### src/rtl/al_accel_pkg.sv
// Shared accelerator package: buffer state encoding and pointer sizing helper.
package al_accel_pkg;

    typedef enum logic {
        WBUF_LOAD = 1'b0,
        WBUF_FULL = 1'b1
    } wbuf_state_e;

    // Pointer must be able to hold the value n (one past the last index).
    function automatic int ptr_w(input int n);
        return (n < 1) ? 1 : $clog2(n + 1);
    endfunction

endpackage

### src/rtl/al_accel_wbuf_kxk_if.sv
// Flow-controlled load bus feeding the weight buffer.
interface al_accel_wbuf_kxk_if #(
    parameter int BUSW = 32
) ();
    logic            ld_valid;
    logic            ld_ready;
    logic [BUSW-1:0] ld_data;

    modport master (output ld_valid, output ld_data, input  ld_ready);
    modport slave  (input  ld_valid, input  ld_data, output ld_ready);
endinterface

### src/rtl/al_accel_wbuf_kxk.sv
// KxK weight shift buffer: word-wise kernel load, then element-wise shift toward index 0
// with one tap per kernel row head.
module al_accel_wbuf_kxk
    import al_accel_pkg::*;
#(
    parameter int K    = 3,
    parameter int DW   = 8,
    parameter int BUSW = 32
) (
    input  logic                 clk,
    input  logic                 resetn,
    input  logic                 enb,
    input  logic                 wbuf_clr,
    al_accel_wbuf_kxk_if.slave   ld,
    input  logic                 shift_en,
    input  logic [DW-1:0]        shift_in,
    output logic                 wbuf_full,
    output logic [K*DW-1:0]      wbuf_tap
);

    localparam int N   = K * K;
    localparam int BPW = BUSW / DW;
    localparam int PW  = ptr_w(N);

    wbuf_state_e              r_state, w_state_nxt;
    logic [PW-1:0]            r_ptr;
    logic [N-1:0][DW-1:0]     r_elem;
    logic [N-1:0][DW-1:0]     w_din;
    logic [N-1:0]             w_we;
    logic [31:0]              w_ptr_sum;
    logic                     w_ptr_full;
    logic                     w_ld_ready;
    logic                     w_ld_fire;
    logic                     w_shift;

    assign w_ptr_sum  = 32'(r_ptr) + 32'(BPW);
    assign w_ptr_full = (w_ptr_sum >= 32'(N));

    // ld_ready depends only on state, enable and reset, never on ld_valid.
    always_comb begin
        w_state_nxt = r_state;
        w_ld_ready  = 1'b0;
        w_ld_fire   = 1'b0;
        w_shift     = 1'b0;
        case (r_state)
            WBUF_LOAD: begin
                w_ld_ready = resetn & enb;
                w_ld_fire  = ld.ld_valid & w_ld_ready & ~wbuf_clr;
                if (w_ld_fire && w_ptr_full)
                    w_state_nxt = WBUF_FULL;
            end
            WBUF_FULL: w_shift = shift_en & enb & ~wbuf_clr;
            default:   w_state_nxt = WBUF_LOAD;
        endcase
        if (wbuf_clr)
            w_state_nxt = WBUF_LOAD;
    end

    always_ff @(posedge clk or negedge resetn) begin
        if (!resetn) r_state <= WBUF_LOAD;
        else         r_state <= w_state_nxt;
    end

    always_ff @(posedge clk or negedge resetn) begin
        if (!resetn)        r_ptr <= '0;
        else if (wbuf_clr)  r_ptr <= '0;
        else if (w_ld_fire) r_ptr <= w_ptr_full ? PW'(N) : PW'(w_ptr_sum);
    end

    // Element i takes lane (i - ptr) when that lane exists in the current word;
    // lanes landing at or beyond N have no element and are dropped.
    for (genvar gi = 0; gi < N; gi++) begin : g_elem
        logic [31:0] w_off;
        assign w_off     = 32'(gi) - 32'(r_ptr);
        assign w_we[gi]  = w_ld_fire && (w_off < 32'(BPW));
        assign w_din[gi] = DW'(ld.ld_data >> (w_off * 32'(DW)));
    end

    always_ff @(posedge clk or negedge resetn) begin
        if (!resetn)
            r_elem <= '0;
        else if (wbuf_clr)
            r_elem <= '0;
        else if (w_shift)
            r_elem <= {shift_in, r_elem[N-1:1]};
        else
            for (int i = 0; i < N; i++)
                if (w_we[i]) r_elem[i] <= w_din[i];
    end

    for (genvar gr = 0; gr < K; gr++) begin : g_tap
        assign wbuf_tap[gr*DW +: DW] = r_elem[gr*K];
    end

    assign ld.ld_ready = w_ld_ready;
    assign wbuf_full   = (r_state == WBUF_FULL);

endmodule
### src/flat_wrapper.sv
// flat-port wrapper written by rule: the top's interface ports become plain ports
module al_accel_wbuf_kxk_flat import al_accel_pkg::*;
#(
    parameter int K    = 3,
    parameter int DW   = 8,
    parameter int BUSW = 32
)
  (clk, resetn, enb, wbuf_clr, shift_en, shift_in, wbuf_full, wbuf_tap, ld_ld_valid, ld_ld_data, ld_ld_ready);
  al_accel_wbuf_kxk_if #(.BUSW(BUSW)) ld_i ();
  input  logic clk;
  input  logic resetn;
  input  logic enb;
  input  logic wbuf_clr;
  input  logic shift_en;
  input  logic [DW-1:0] shift_in;
  output logic wbuf_full;
  output logic [K*DW-1:0] wbuf_tap;
  input wire logic [$bits(ld_i.ld_valid)-1:0] ld_ld_valid;
  input wire logic [$bits(ld_i.ld_data)-1:0] ld_ld_data;
  output wire logic [$bits(ld_i.ld_ready)-1:0] ld_ld_ready;
  assign ld_i.ld_valid = ld_ld_valid;
  assign ld_i.ld_data = ld_ld_data;
  assign ld_ld_ready = ld_i.ld_ready;
  al_accel_wbuf_kxk #(.K(K), .DW(DW), .BUSW(BUSW)) u_core (.clk(clk), .resetn(resetn), .enb(enb), .wbuf_clr(wbuf_clr), .ld(ld_i), .shift_en(shift_en), .shift_in(shift_in), .wbuf_full(wbuf_full), .wbuf_tap(wbuf_tap));
endmodule
### config.mk
export PLATFORM = sky130hd
export DESIGN_NAME = al_accel_wbuf_kxk_flat
export DESIGN_NICKNAME = d
export VERILOG_FILES = /design/src/rtl/al_accel_pkg.sv /design/src/rtl/al_accel_wbuf_kxk_if.sv /design/src/rtl/al_accel_wbuf_kxk.sv /design/src/flat_wrapper.sv
export SDC_FILE = /design/constraint.sdc
export NUM_CORES = 1
export LEC_CHECK = 0
export ABC_CLOCK_PERIOD_IN_PS = 4700
export BUFFER_PORTS_ARGS = -buffer_cell sky130_fd_sc_hd__buf_2
export CORE_AREA = 10 10 99 101
export CTS_BUF_LIST = sky130_fd_sc_hd__clkbuf_8
export DETAILED_ROUTE_END_ITERATION = 7
export DIE_AREA = 0 0 109 111
export GPL_TIMING_DRIVEN = 0
export PLACE_DENSITY = 0.77
export SYNTH_ARGS = -nofsm -noshare
export SYNTH_HDL_FRONTEND = slang
export SYNTH_SLANG_ARGS = --single-unit
### constraint.sdc
create_clock -name clk -period 4.7 [get_ports clk]
set_input_delay 0 -clock clk [delete_from_list [all_inputs] [get_ports clk]]
set_output_delay 0 -clock clk [all_outputs]
set_load 0.05 [all_outputs]
==> flow_summary.toml <==
[run_status]
status = "finished, final reports clean"

[drt]
wl_per_cell_um = 22.15
route.detailed.drc = 0
drtIter0Drc = 331
wirelength_um = 14310
drtAntennaViolNets = 0
num_vias = 4093
vias_per_cell = 6.336
firstDrtPassIters = 5

[logic_synthesis]
synth_fp_nets = 499
synthArstFlopShare_pct = 100.0
post-synth-top-area-fraction_pct = 43.07
yosysTopAreaCell = "dfrtp_1"
synth_cell_types = 47
synth-seq-cells = 76
synth_edf_count = 0
synth_flop_cell = "dfrtp_1"
yosys_warnings = 0
synth_area_mm2 = 0.004415
yosys.cell_count.top_type = "dfrtp_1"
syn_inst = 445
synth_area_leaders = "dfrtp_1 43%, a22oi_1 9.4%, o31ai_1 5.4%"
syn_avg_cell_area_um2 = 9.922
yosys-top-cells-count = "76 x dfrtp_1, 55 x a22oi_1, 42 x nand2_1"
synth.yosys.seq_area_share_pct = 43.07

[cts]
clock_latency_ps = 360
postCtsHoldBufs = 9
cts_setup_buffers = 0
root_buffer = "clkbuf_8"
tritoncts = "done"
cts_buffer_depth = 2
htree_levels = 3
cts.sinks = 76
cts_resized = 0
cts_buffers = 9
clkTransAtPathRegs_ps = 90

[placed_design]
io_buffers = 70
dp_hpwl_um = 10810
gp_routability_congestion = 0.9526

[timing]
finalSetupViolations = 0
timing.hold.ws_ps = 13.68
fmax_mhz = 375.0
slew_viol_final = 0
finalHoldViolCount = 0
fin_setup_tns_ps = 0
rsz0062_at_grt = "no"
relSlewSlack_pct = 41.59
period_share_pct = 56.74
timing_worst_slew_pin_value_ps = 872.4
min_period_ps = 2667
clock_skew_ps = 9.529

[die]
core_area_mm2 = 0.007969
row_count = 33
start_util_pct = 55.41
die_h_um = 111
die_w_um = 109
ioPinCount = 72
die_area_mm2 = 0.01210

[power_and_ir_drop]
power_switching_share_pct = 30.32
p_clk_share_pct = 33.3
p_comb_share_pct = 16.5
finalPower_mw = 1.378
p_sw_mw = 0.4178
power.density_mw_per_mm2 = 265.1
peakVddDrop_uv = 171.3
power_leakage_nw = 2.399
pwr-share-seq_pct = 50.2
power.internal_mw = 0.9599

[final_layout]
antenna_cells = 0
synthToLayoutAreaGrowth_pct = 17.68
layout-drive-gt1-share_pct = 30.50
multi_input_area_mm2 = 0.002142
n_fill_cell = 680
seq_area_mm2 = 0.001902
nets = 590

[setup_path]
cp_max_fo = 10
cp.required_ps = 4920
cp-start-kind = "flop"
timing_worst_setup_path_type = "flop to flop"
critPathArrivalTime_ps = 2890
worstSetupEndpointType = "flop"

[grt]
grt_usage_pct = 23.61
antenna_found_initial = 0
grt_max_degree = 52
gr-total-overflow = 0
grt_first_pass_wirelength_um = 22470
first_global_vias = 4147

[hold_path]
hold_path_class = "input pin to flop"

[run]
maxCapViolCount = 0
## cell type report
| cell class | instances | area share (%) |
|---|---|---|
| buffer | 60 | 6.863 |
| clock buffer | 10 | 2.649 |
| clock inverter | 6 | 0.7946 |
| inverter | 4 | 0.2889 |
| multi-input combinational | 305 | 41.22 |
| sequential | 76 | 36.60 |
| tap | 105 | 2.528 |
| timing repair buffer | 80 | 9.054 |
## critical path: stages (launching register included)
cell and delay, ps:
dfrtp_1 350, buf_2 240, buf_2 330, inv_1 110, ha_1 230, and4b_1 230, o21ba_2 210, buf_2 180
a31oi_2 480, o31ai_1 160
## placed cells by master (no fill, tap or decap), drive strengths merged, types with 12 or more instances in the layout
cell type,n
o31ai,32
o211ai,17
buf,118
nand2,42
clkbuf,23
a22oi,55
o21ai,32
a221o,12
nor2,29
dfrtp,76
mux2i,13
mux2,19
## final timing paths
kind                                                from                              to  slack, ps  cells after the start
max                          u_core.r_ptr[0]$_DFFE_PN0P_   u_core.r_elem[69]$_DFFE_PN0P_       2030                      9
min                                          shift_in[6]   u_core.r_elem[70]$_DFFE_PN0P_         10                      3
max reg2reg                  u_core.r_ptr[0]$_DFFE_PN0P_   u_core.r_elem[69]$_DFFE_PN0P_       2030                      9
min reg2reg                u_core.r_elem[12]$_DFFE_PN0P_   u_core.r_elem[12]$_DFFE_PN0P_        480                      2
max in group asynchronous                         resetn  u_core.wbuf_tap[9]$_DFFE_PN0P_       4000                      3
min in group asynchronous                         resetn  u_core.wbuf_tap[0]$_DFFE_PN0P_        110                      2
## registers in the layout, indices dropped and copies added (netlist names)
name and count:
u_core.r_ptr 3, u_core.wbuf_tap 24, u_core.r_elem 48, u_core.wbuf_full 1
## per-layer routing
metal	up-vias	track usage, %	share of wire (%)	wire, um
li1	1837	-	-	-
met1	2007	32.17	43	6096
met2	216	35.69	46	6600
met3	33	4.651	8.6	1230
met4	0	9.235	2.7	382
met5	-	0	0	0
## logic make-up after synthesis
group	after synthesis	share of synthesized area [%]
AO/OA/AOI/OAI	166	27.80
AND/OR/NAND/NOR	97	10.26
flip-flops	76	43.07
buffers and inverters	64	8.416
multiplexers	32	7.793
adder cells (fa/ha/maj)	8	2.267
XOR/XNOR	2	0.3968
## power by group through the flow
stage                     combinational [mW]  sequential (mW)  clock, mW
after CTS                              0.224            0.691      0.459
final                                  0.227            0.692      0.459
after floorplan                        0.134            0.699          0
after global routing                   0.245            0.695      0.485
after global placement                 0.212            0.703          0
after detailed placement               0.218            0.704          0
## per-stage QoR
stage / instances / util (%) / worst slack, ps / instance area [um^2]
after floorplan: 445 / - / 2551 / 4415
after global placement: 620 / 61.45 / 1662 / 4897
after detailed placement: 621 / 61.83 / 2073 / 4927
after CTS: 646 / 65.21 / 2061 / 5196
after global routing: 646 / 65.21 / 1916 / 5196
final: 646 / 65.21 / 2033 / 5196
No activity file was read; power rests on OpenSTA's default activity.
